File: src/rtl/count_var_pkg.sv
// rtl/count_var_pkg.sv - shared state encoding and default parameters for count_var_core
package count_var_pkg;

    typedef enum logic [1:0] {
        IDLE = 2'd0,
        RUN  = 2'd1,
        LOAD = 2'd2
    } state_t;

    localparam int WIDTH_DEFAULT       = 4;
    localparam int DEFAULT_MAX_DEFAULT = 15;

endpackage

File: src/rtl/count_var_next.sv
// rtl/count_var_next.sv - combinational next-count and wrap computation for count_var_core
module count_var_next #(
    parameter int WIDTH = 4
) (
    input  logic [WIDTH-1:0] count,
    input  logic [WIDTH-1:0] max_val,
    input  logic             up,
    output logic [WIDTH-1:0] next_val,
    output logic             wrap,
    output logic             over
);

    always_comb begin
        next_val = count;
        wrap     = 1'b0;
        over     = (count > max_val);
        // A terminal shrunk below the current count snaps to the wrap target without a tc.
        if (over) begin
            next_val = up ? '0 : max_val;
        end else if (up) begin
            if (count == max_val) begin
                next_val = '0;
                wrap     = 1'b1;
            end else begin
                next_val = count + WIDTH'(1);
            end
        end else begin
            if (count == '0) begin
                next_val = max_val;
                wrap     = 1'b1;
            end else begin
                next_val = count - WIDTH'(1);
            end
        end
    end

endmodule

File: src/rtl/count_var_core.sv
// rtl/count_var_core.sv - loadable variable-modulus up/down counter; COUNT_PARITY_EN adds count_par
module count_var_core
    import count_var_pkg::*;
#(
    parameter int WIDTH       = WIDTH_DEFAULT,
    parameter int DEFAULT_MAX = DEFAULT_MAX_DEFAULT
) (
    input  logic             clk_50,
    input  logic             reset,
    input  logic             load_1,
    input  logic [WIDTH-1:0] count_in,
    input  logic             max_wr,
    input  logic [WIDTH-1:0] max_in,
    input  logic             en,
    input  logic             up,
    output logic [WIDTH-1:0] count_out,
    output logic             tc,
    output logic             load_err,
    output logic             running
`ifdef COUNT_PARITY_EN
    ,
    output logic             count_par
`endif
);

    state_t           state;
    state_t           state_next;
    logic [WIDTH-1:0] max_reg;
    logic [WIDTH-1:0] max_eff;
    logic [WIDTH-1:0] step_val;
    logic             step_wrap;
    logic             step_over;
    logic [WIDTH-1:0] count_d;
    logic             tc_d;
    logic             load_err_d;

    // A terminal written this cycle already governs the clamp and wrap decisions.
    assign max_eff = max_wr ? max_in : max_reg;

    count_var_next #(
        .WIDTH (WIDTH)
    ) u_next (
        .count    (count_out),
        .max_val  (max_eff),
        .up       (up),
        .next_val (step_val),
        .wrap     (step_wrap),
        .over     (step_over)
    );

    always_ff @(posedge clk_50 or negedge reset) begin
        if (!reset) begin
            state <= IDLE;
        end else begin
            state <= state_next;
        end
    end

    always_comb begin
        state_next = state;
        if (!load_1) begin
            state_next = LOAD;
        end else begin
            case (state)
                IDLE:    state_next = en ? RUN : IDLE;
                RUN:     state_next = en ? RUN : IDLE;
                LOAD:    state_next = en ? RUN : IDLE;
                default: state_next = IDLE;
            endcase
        end
    end

    always_comb begin
        count_d    = count_out;
        tc_d       = 1'b0;
        load_err_d = 1'b0;
        if (!load_1) begin
            count_d    = (count_in > max_eff) ? max_eff : count_in;
            load_err_d = (count_in > max_eff);
        end else if (step_over) begin
            count_d = step_val;
        end else if (state == RUN && en) begin
            count_d = step_val;
            tc_d    = step_wrap;
        end
    end

    always_ff @(posedge clk_50 or negedge reset) begin
        if (!reset) begin
            count_out <= '0;
            max_reg   <= WIDTH'(DEFAULT_MAX);
            tc        <= 1'b0;
            load_err  <= 1'b0;
        end else begin
            count_out <= count_d;
            tc        <= tc_d;
            load_err  <= load_err_d;
            if (max_wr) begin
                max_reg <= max_in;
            end
        end
    end

`ifdef COUNT_PARITY_EN
    always_ff @(posedge clk_50 or negedge reset) begin
        if (!reset) begin
            count_par <= 1'b0;
        end else begin
            count_par <= ^count_d;
        end
    end
`endif

    assign running = (state == RUN);

endmodule

File: config.mk
export PLATFORM = sky130hd
export DESIGN_NAME = count_var_core
export DESIGN_NICKNAME = d
export VERILOG_FILES = /design/src/rtl/count_var_pkg.sv /design/src/rtl/count_var_next.sv /design/src/rtl/count_var_core.sv
export SDC_FILE = /design/constraint.sdc
export NUM_CORES = 1
export LEC_CHECK = 0
export BUFFER_PORTS_ARGS = -buffer_cell sky130_fd_sc_hd__buf_2
export CAP_MARGIN = 10
export CORE_MARGIN = 10
export CORE_UTILIZATION = 55
export CTS_CLUSTER_DIAMETER = 150
export DETAILED_ROUTE_END_ITERATION = 16
export HOLD_SLACK_MARGIN = 0.06
export PLACE_DENSITY = 0.82
export SYNTH_ARGS = -nofsm -noshare
export SYNTH_HDL_FRONTEND = slang
export SYNTH_SLANG_ARGS = --single-unit
File: constraint.sdc
create_clock -name clk_50 -period 3.8 [get_ports clk_50]
set_clock_uncertainty 0.15 [all_clocks]
set_input_delay 0.38 -clock clk_50 [delete_from_list [all_inputs] [get_ports clk_50]]
set_output_delay 0.38 -clock clk_50 [all_outputs]
set_load 0.01 [all_outputs]
Word-level counts from Yosys, hierarchy flattened --
Index checks and enable logic that the tools add are counted.
Word-level totals: word-level logic and storage cells 37, register bits 12, output and inout bits 7, input port bits 14
Operators by class: multiplexer cells 20, order comparisons 2, add/subtract/negate cells 2, equality and inequality tests 4, reduce and logical (&&, ||, !) cells 4
Operators by type and width (number):
- 4-bit two-way mux | 10
- 1-bit two-way mux | 9
- 4-bit > comparator | 2
- 4-bit by 1-bit adder with 4-bit output (second input constant) | 1
- 4-bit equality test | 1
- 4-bit logical NOT | 1
- 4-bit by 1-bit subtractor with 4-bit output (second input constant) | 1
- 3-bit by 1-bit inequality test with 1-bit output (second input constant) | 1
- 3-bit OR reduction | 1
- 2-bit by 1-bit equality test with 1-bit output (second input constant) | 1
- 2-bit equality test (second input constant) | 1
- 2-bit logical NOT | 1
- 2-bit two-way mux | 1
- 1-bit logical AND | 1

Depth between registers and ports, before layout --
Gate-level depths: netlist of run 1.
depth in word-level cells 8, mapped depth 7, depth with buffers taken out 7

Hierarchy --
Synthesis of run 1 repeated with hierarchy kept, for this count alone.
Unflattened totals: cell total of the unflattened synthesis 116, area, all modules 1031.0 µm²
By module, submodules not included:
- count_var_core | instances 1, sequential area each 305.3 µm², area an instance 678.2 µm², cells each 67
- count_var_next | instances 1, sequential area each 0.0 µm², area an instance 352.8 µm², cells each 49

Worst setup path after synthesis of run 1 --
Ideal clock, no wire load.
kind input-to-reg, start input max_wr, end register count_out[1], required time 3511 ps, library setup time 139 ps, arrival time 1881 ps, stages on the path 7, buffers on the path 0, setup slack 1630 ps, path through mux2i_1 > ha_1 > nor2b_1 > o211a_2 > o211a_1 > a211oi_1 > o221ai_1
On the way: longest elaborated chain between the ends 8, elaborated cells between the ends (all ways) 14, those cells by class 2 x order compare; 2 x eq/ne; 10 x mux
RTL lines:
- start, declared | RTL line count_var_core.sv:12 | input logic max_wr,
- 4-bit two-way mux *
- 4-bit equality test | RTL line count_var_next.sv:21 | if (count == max_val) begin
- 4-bit two-way mux | RTL line count_var_next.sv:21
- 4-bit two-way mux | RTL line count_var_next.sv:20 | end else if (up) begin
- 4-bit two-way mux | RTL line count_var_next.sv:18 | if (over) begin
- 4-bit two-way mux | RTL line count_var_core.sv:82 | end else if (state == RUN && en) begin
- 4-bit two-way mux | RTL line count_var_core.sv:80 | end else if (step_over) begin
- 4-bit two-way mux | RTL line count_var_core.sv:77 | if (!load_1) begin
- end signal, assigned | RTL line count_var_core.sv:95 | count_out <= count_d;
- end, declared | RTL line count_var_core.sv:16 | output logic [WIDTH-1:0] count_out,
Mark *: on every way between the ends. The rest lies on a longest branch, timed or not. The select of a mux whose other input is x is not followed. A chain may end at the register's enable or synchronous reset.

Worst setup path in the final report of run 1 --
start register max_reg[1], end register count_out[1]
On the way: longest elaborated chain between the ends 8, elaborated cells between the ends (all ways) 14, those cells by class 2 x order compare; 2 x eq/ne; 10 x mux
RTL lines:
- start, declared | RTL line count_var_core.sv:28 | logic [WIDTH-1:0] max_reg;
- start signal, assigned | RTL line count_var_core.sv:91 | max_reg <= WIDTH'(DEFAULT_MAX);
- start signal, assigned | RTL line count_var_core.sv:99 | max_reg <= max_in;
- 4-bit two-way mux *
- 4-bit equality test | RTL line count_var_next.sv:21
- 4-bit two-way mux | RTL line count_var_next.sv:21
- 4-bit two-way mux | RTL line count_var_next.sv:20
- 4-bit two-way mux | RTL line count_var_next.sv:18
- 4-bit two-way mux | RTL line count_var_core.sv:82
- 4-bit two-way mux | RTL line count_var_core.sv:80
- 4-bit two-way mux | RTL line count_var_core.sv:77
Marked as above.

==> metrics.txt, run 1 <==
chip width about 63 µm; drt pass-1 iters 4; CTS tree done; Total Routed Length approximately 2.7 mm; sequential fraction of the synthesis area 30.3%; yosys warns 0; routed via count around 950; core area 1730 µm²; CP endpoint kind flip-flop; setup violators final 0; Sw Ratio a little under half; top post-synthesis cells by area dfrtp_1 (20%), ha_1 (12%), dfstp_2 (10%); worst hold path cell count 3; GRT Util Overall 13.7%; initial antenna violation count 0; period utilisation layout 67.4%; GRT met2 Usage approximately a quarter; Crit path required time roughly 3.8 ns; Post-synth EDFFs 0; H-tree depth 1; Filler cells 153; Max Root-Sink Buffers 2; Final Max Slew Viols 0; CP Class reg -> reg; Mean Syn Cell Area about 9.4 µm²; Worst VDD drop around 0.33 mV; worst hold slack roughly 0.20 ns; clock transition at the registers of the reported paths approximately 0.080 ns; clock group share of total power 14.4%; largest net degree at the start of global routing 13; setup TNS 0 ns; #FFs+latches synth 12; Critical path buffers and inverters 0; maximum clock frequency roughly 390 MHz; Critical-path top delay cell mux2i_1; antenna cells 0; synthesized area 1010 µm²; share of cells above drive strength 1 ~28%; worst r2r path cells 7; fin util 68.0%; Yosys cell types between 40 and 50; flop-to-flop setup slack between 1 and 1.5 ns; clock sink count 12; status finished clean; Die ar. 3950 µm²; PortBufs 20; Worst-Skew Late Latency approximately 0.28 ns; met3 usage under 10%; Seq pwr share between 20% and 30%; RSZ-0062 raised after global routing false; worst setup margin between 1 and 1.5 ns; first-pass GRT wire length 4.54 mm; P_leak ~0.58 nW; max-cap violations 0; Net Sw Power 0.330 mW; global route total overflow 0; P_int 0.397 mW; Hold Path End state[0]; Tmin final around 2.6 ns; Rel. slew slack between 60% and 70%; num ports 21; Post-DRT Antenna Nets 0; most frequent cells in the layout buf_2 (20), ha_1 (10), dfrtp_1 (8); final hold vios 0; Critical Path Start Type flip-flop; Post-Syn Instances 107; worst slew pin tran around 0.53 ns; vias in the first global route ~1000; post-synth top area cell dfrtp_1; source of the worst hold timing path en; Finished Layout Cells between 150 and 200; P&R area growth vs syn 16.4%; worst r2r dst count_out[1]; Cell Rows 15; commonest non-fill, non-tap cell in the layout buf_2; Starting Density approximately three fifths; CP Max Fanout 6; Max stage delay on crit path roughly 0.4 ns; placed insts 150; fraction of synthesis flops using an asynchronous set or reset pin between 90% and 100%; HPWL after DPL between 2 and 2.5 mm; Worst Hold Class in -> reg; Starting DRT DRC Count 66; routability cong. 0.938; prevailing post-synth register cell dfrtp_1; CP delay by family, top compound AO/OA/AOI/OAI gates; Place WS 1.05 ns; DRC violations left 0; CTS Buf Count 3; met1 Use GR between 10% and 20%; postcts setup bufs 0; top-area cell type share of the netlist area between 10% and 20%; vias per cell just over 6; die height between 60 and 70 µm; clock root cell clkbuf_4; Comb power frac just under 60%; r2r startpoint max_reg[1]; CP Cell Sequence mux2i_1 > ha_1 > nor2b_1 > o211a_2 > o21ai_1 > nand3_1 > o221ai_1; NumNets Final ~160; drt wl/cell around 17 µm; GR peak layer met2; Syn Nets between 100 and 150; pwr dens about 620 nW/µm²; arrival time at the worst endpoint roughly 2.6 ns
## cells by family after synthesis
family / after synthesis / synth area share [%]
simple gates: 35 / 20.1
flops: 12 / 30.3
compound gates: 30 / 22.8
mux: 7 / 7.57
xor+xnor: 3 / 2.61
buf+inv: 10 / 4.22
fa+ha+maj: 10 / 12.4
## area by class of cell
cell class,count,area (µm²),share of cell area [%]
Timing Repair Buffer,21,110,9.38
Tap cell,25,31.3,2.67
Clock buffer,4,36.3,3.09
Multi-Input combinational cell,85,661,56.3
Sequential cell,12,305,26.0
Inverter,8,30.0,2.56
## synth_stat cells, drive strengths merged (3+ instances only)
cell type,n
ha,10
o211ai,3
mux2i,5
dfrtp,8
nor3,4
dfstp,4
a21oi,3
inv,8
o211a,3
nand2,4
nand3,6
o21ai,7
nor2,7
xnor2,3
## stage by stage
| stage | instance area [µm²] | total power [mW] |
|---|---|---|
| floorplan | 1010 | 0.496 |
| global placement | 1130 | 0.597 |
| detailed placement | 1130 | 0.610 |
| CTS | 1170 | 0.720 |
| global route | 1170 | 0.776 |
| finish | 1170 | 0.726 |
## routing by layer
layer	share of wire [%]	wire length [µm]
met5	0	0
met4	2.2	59
met3	6.5	175
met2	51	1370
met1	40	1070
## power by group through the flow
stage	combinational, mW	sequential, mW	clock, mW
floorplan	0.293	0.203	0
global placement	0.398	0.199	0
detailed placement	0.409	0.201	0
CTS	0.416	0.198	0.105
global route	0.461	0.205	0.110
finish	0.422	0.200	0.105
## worst max-delay path by stage
stage	start	to	slack [ns]	cells after the start
final	max_reg[1]	count_out[1]	1.24	7
after global routing	max_reg[1]	count_out[1]	1.19	7
after CTS	max_reg[1]	count_out[1]	1.29	7
after detailed placement	max_wr	count_out[1]	1.05	8
after global placement	max_wr	count_out[1]	1.07	8
after floorplan	max_wr	count_out[1]	1.63	7
## tightest hold or removal path, delay by kind of cell
kind | cells | cell delay [ns]
buffers and inverters | 1 | 0.13
and+or+nand+nor | 1 | 0.06
AOI/OAI and AO/OA | 1 | 0.03
## what timing repair did
| item | CTS | global route |
|---|---|---|
| endpoints found under the hold margin | 8 | 0 |
| hold buffers | 1 | 0 |
| resized for setup | 0 | 0 |
| setup endpoints to repair | 0 | 0 |
Power figures use the tool's default switching activity.
==> inputs of run 2 (changes only) <==
ABC_AREA = 1   (was unset)
CORE_UTILIZATION = 53   (was 55)
PLACE_DENSITY = 0.8   (was 0.82)
clock period = 2.6 ns   (was 3.8 ns; I/O delays follow)
==> run 2 against run 1 <==
  * Synthesized cell count is 37% higher
  * Cell count is 27% higher
  * Core utilization decreased by 1.4 points
  * Critical path depth up 7
  * Die area about the same
  * Hold slack got worse by 0.094 ns
  * Critical path type unchanged
==> metrics.txt, run 2 <==
post-synth top area cell dfrtp_1; #FFs+latches synth 12; drt wl/cell around 11 µm; CP Max Fanout 7; setup TNS 0 ns; arrival time at the worst endpoint between 2 and 2.5 ns; largest net degree at the start of global routing 13; prevailing post-synth register cell dfrtp_1; max-cap violations 0; clock root cell clkbuf_4; Critical Path Start Type flip-flop; drt pass-1 iters 4; Synth top cells by count nand2_1 (52), inv_1 (25), nand3_1 (22), ha_1 (10); GRT Util Overall ~11%; maximum clock frequency 430 MHz; Worst-Skew Late Latency between 0.2 and 0.3 ns; CTS tree done; Cell Rows 15; RSZ-0062 raised after global routing false; Final Max Slew Viols 0; num ports 21; Starting DRT DRC Count 44; top-area cell type share of the netlist area about a fifth; yosys warns 0; Worst VDD drop about 0.53 mV; Crit path required time 2.63 ns; chip width roughly 63 µm; Post-Syn Instances between 100 and 150; post-synthesis mux area share 0%; share of cells above drive strength 1 between 10% and 20%; setup violators final 0; CP Class reg -> reg; worst r2r path cells 14; clock sink count 12; Total Routed Length around 2.2 mm; die height approximately 63 µm; PortBufs 20; global route total overflow 0; first-pass GRT wire length approximately 3.7 mm; Mean Syn Cell Area about 6.6 µm²; Rel. slew slack 71.1%; worst hold slack ~0.10 ns; Starting Density a little under three fifths; P_leak ~0.69 nW; Synth Area in Compound Gates 5.15%; Max Root-Sink Buffers 2; post_cts resized 0; Worst Hold Class in -> reg; Post-synth EDFFs 0; Yosys cell types 19; Die ar. around 3900 µm²; H-tree depth 1; worst slew pin tran ~0.43 ns; core area between 1500 and 2000 µm²; antenna cells 0; fraction of synthesis flops using an asynchronous set or reset pin 100%; synthesized area 972 µm²; routability cong. a little under 0.9; cell with the most instances after synthesis nand2_1; most frequent cells in the layout nand2_1 (52), inv_1 (25), nand3_1 (22); commonest non-fill, non-tap cell in the layout nand2_1; postcts setup bufs 0; CTS Buf Count 3; top post-synthesis cells by area dfrtp_1 (21%), nand2_1 (20%), ha_1 (13%); initial antenna violation count 0; Tmin final about 2.3 ns; Syn Nets about 170; Post-Synth Adder-Cell Area between 10% and 20%; hold bufs inserted after CTS 2; period utilisation layout 89.4%; clock transition at the registers of the reported paths ~0.09 ns; HPWL after DPL around 1.9 mm; P&R area growth vs syn 18.1%; post-synthesis xor/xnor area fraction under 10%; DRC violations left 0; Finished Cell Area 1150 µm²; pwr dens 858 nW/µm²; final hold vios 0; routed via count a little under 1000; worst hold path cell count 3; vias per cell approximately 4.9; CP endpoint kind flip-flop; Post-DRT Antenna Nets 0; placed cell area between 1000 and 1500 µm²; combinational family with the most area after synthesis simple AND/OR/NAND/NOR gates; Post-Synth Simple-Gate Area a little under two fifths; sequential fraction of the synthesis area between 30% and 40%; status finished clean; vias in the first global route ~890; NumNets Final about 200
## run 2: routing by layer
metal,vias up,GRT usage (%),share of wire (%)
met4,0,1.96,0.58
met3,3,2.69,3.6
met2,22,18.5,48
met1,434,13.3,48
li1,511,-,-
met5,-,0,0
## run 2: final cells by class
type / instances / area (µm²)
clock buffers: 4 / 26.3
inverters: 25 / 93.8
multi-input cells: 108 / 564
repair buffers: 23 / 128
flip-flops and latches: 12 / 305
well taps: 25 / 31.3
fillers: 154 / 578
## run 2: worst paths after layout
| path | startpoint | to | slack [ns] |
|---|---|---|---|
| max | max_reg[2] | count_out[3] | 0.28 |
| min | max_in[2] | max_reg[2] | 0.10 |
| max reg2reg | max_reg[2] | count_out[3] | 0.28 |
| min reg2reg | state[1] | state[0] | 0.28 |
| max in group asynchronous | reset | max_reg[3] | 1.79 |
| min in group asynchronous | reset | state[0] | 0.23 |
## run 2: cell families after synthesis
logic type | count (synthesis)
AOI/OAI and AO/OA | 9
xor gates and xnor gates | 3
adders and majority gates | 10
buffers and inverters | 27
DFF | 12
and+or+nand+nor | 86
## run 2: through the flow
stage	worst slack (ns)	utilization, %	power, mW	instances
6_report	0.276	66.5	0.985	197
5_1_grt	0.0633	66.5	1.10	197
4_1_cts	0.290	66.5	0.989	197
3_5_place_dp	0.288	63.8	0.859	191
3_3_place_gp	0.387	63.8	0.846	191
2_1_floorplan	0.533	-	0.717	147
## run 2: power breakdown
part / internal (mW) / switching [mW] / leakage (nW)
combinational: 0.219 / 0.344 / 0.534
sequential: 0.232 / 0.0647 / 0.142
clock: 0.0595 / 0.0667 / 0.0150
total: 0.510 / 0.475 / 0.691
## run 2: critical path, stage by stage (launching register included)
cell     delay (ns)
dfstp_2        0.52
inv_1          0.04
o21ai_1        0.21
inv_1          0.15
ha_1           0.29
nand2_1        0.06
inv_1          0.05
nand2_1        0.06
nand2_1        0.09
nand2_2        0.14
nand3_1        0.15
inv_1          0.16
nor2_1         0.06
nand2_1        0.06
nand2_1        0.04
==> inputs of run 3 (changes only) <==
CAP_MARGIN = unset   (was 10)
PLACE_DENSITY = 0.74   (was 0.8)
==> run 3 against run 2 <==
  * Flip-flop and latch count unchanged
  * Via count up 1.0%
  * Largest cell class unchanged
  * Critical path depth unchanged
  * Combinational power up 0.9%
  * Fmax up 3.9%
  * Highest routed layer unchanged
==> metrics.txt, run 3 (synthesized netlist as in run 2, its figures left out) <==
Worst Hold Class in -> reg; CP Class reg -> reg; Max stage delay on crit path roughly 0.52 ns; Max Root-Sink Buffers 2; period utilisation layout around 86%; Crit path required time roughly 2.6 ns; maximum clock frequency between 400 and 500 MHz; largest net degree at the start of global routing 13; drt wl/cell 11.8 µm; Critical Path Start Type flip-flop; vias per cell between 4 and 5; PortBufs 20; Starting DRT DRC Count between 40 and 50; Cell Rows 15; CP dominant cell by count nand2_1; initial antenna violation count 0; CP Cell Sequence inv_1 > o21ai_1 > inv_1 > ha_1 > nand2_1 > inv_1 > nand2_1 > nand2_1 > nand2_2 > nand3_1 > inv_1 > nor2_1 > nand2_1 > nand2_1; core area 1730 µm²; chip width about 63 µm; P&R area growth vs syn 18.9%; Final Max Slew Viols 0; clock sink count 12; post_cts resized 0; Worst VDD drop a little over 0.6 mV; first-pass GRT wire length about 4 mm; Tmin final 2.24 ns; P_leak approximately 0.70 nW; commonest non-fill, non-tap cell in the layout nand2_1; postcts setup bufs 0; RSZ-0062 raised after global routing false; Worst-Skew Late Latency approximately 0.27 ns; NumNets Final 197; clock root cell clkbuf_4; routed via count 980; final hold vios 0; share of cells above drive strength 1 between 10% and 20%; Starting Density a little under three fifths; CTS tree done; CP endpoint kind flip-flop; pwr dens a little under 900 nW/µm²; status finished clean; Total Routed Length about 2.3 mm; Critical-path top delay cell dfstp_2; CTS Buf Count 3; Rel. slew slack 77.6%; Die ar. between 3000 and 4000 µm²; die height between 60 and 70 µm; clock transition at the registers of the reported paths roughly 0.080 ns; max-cap violations 0; most frequent cells in the layout nand2_1 (52), inv_1 (25), nand3_1 (22); antenna cells 0; drt pass-1 iters 4; routability cong. between 0.9 and 1; num ports 21; CP Max Fanout 7; DRC violations left 0; arrival time at the worst endpoint approximately 2.3 ns; GRT Util Overall 11.9%; Critical path buffers and inverters 4; CP delay by family, top simple AND/OR/NAND/NOR gates; worst slew pin tran approximately 0.34 ns; global route total overflow 0; vias in the first global route slightly above 900; Post-DRT Antenna Nets 0; HPWL after DPL 1.88 mm; setup violators final 0; H-tree depth 1; setup TNS 0 ns; fin util roughly two thirds; hold bufs inserted after CTS 1
==> run 3: changes by cell type in the layout (fill, tap and decap cells not counted) <==
cell	delta
buf_4	+1
clkbuf_1	-1
clkbuf_8	+1
dlygate4sd3_1	-1
==> run 3: final timing paths <==
path / start / to / slack, ns / depth (start not counted)
worst max-delay path: max_reg[2] / count_out[3] / 0.36 / 14
worst min-delay path: en / state[0] / 0.07 / 3
worst max register to register: max_reg[2] / count_out[3] / 0.36 / 14
worst min register to register: state[1] / state[0] / 0.30 / 1
max in group asynchronous: reset / max_reg[3] / 1.77 / 2
min in group asynchronous: reset / tc / 0.25 / 2
==> run 3: cell type report <==
type	instances	area, µm²
repair buffers	23	125
fillers	158	571
well taps	25	31.3
inverters	25	93.8
flip-flops and latches	12	305
clock buffers	4	36.3
multi-input cells	108	564
==> run 3: tightest hold or removal path: stages <==
cell and delay (ns):
buf_2 0.10, nand2_1 0.05, a21oi_1 0.04
==> run 3: per-layer routing <==
metal	vias to the layer above	wire length, µm	track usage [%]
li1	512	-	-
met1	427	1050	14.8
met2	39	1120	20.1
met3	2	142	2.51
met4	0	9	2.79
met5	-	0	0
==> run 3: stage by stage <==
step	total power, mW	hold WS [ns]	setup WS, ns	instance area [µm²]	std cells
final	1.02	0.0682	0.362	1160	197
after global routing	1.12	0.0792	0.135	1160	197
after CTS	1.02	0.0653	0.356	1160	197
after detailed placement	0.869	0.00237	0.371	1110	192
after global placement	0.852	0.00198	0.447	1110	192
after floorplan	0.717	-0.186	0.533	972	147
==> run 3: report_power, final <==
| group | leakage (nW) | internal, mW | switching [mW] |
|---|---|---|---|
| Sequential | 0.142 | 0.231 | 0.0706 |
| Clock | 0.0210 | 0.0851 | 0.0630 |
| Combinational | 0.535 | 0.221 | 0.346 |
| Total | 0.698 | 0.538 | 0.480 |
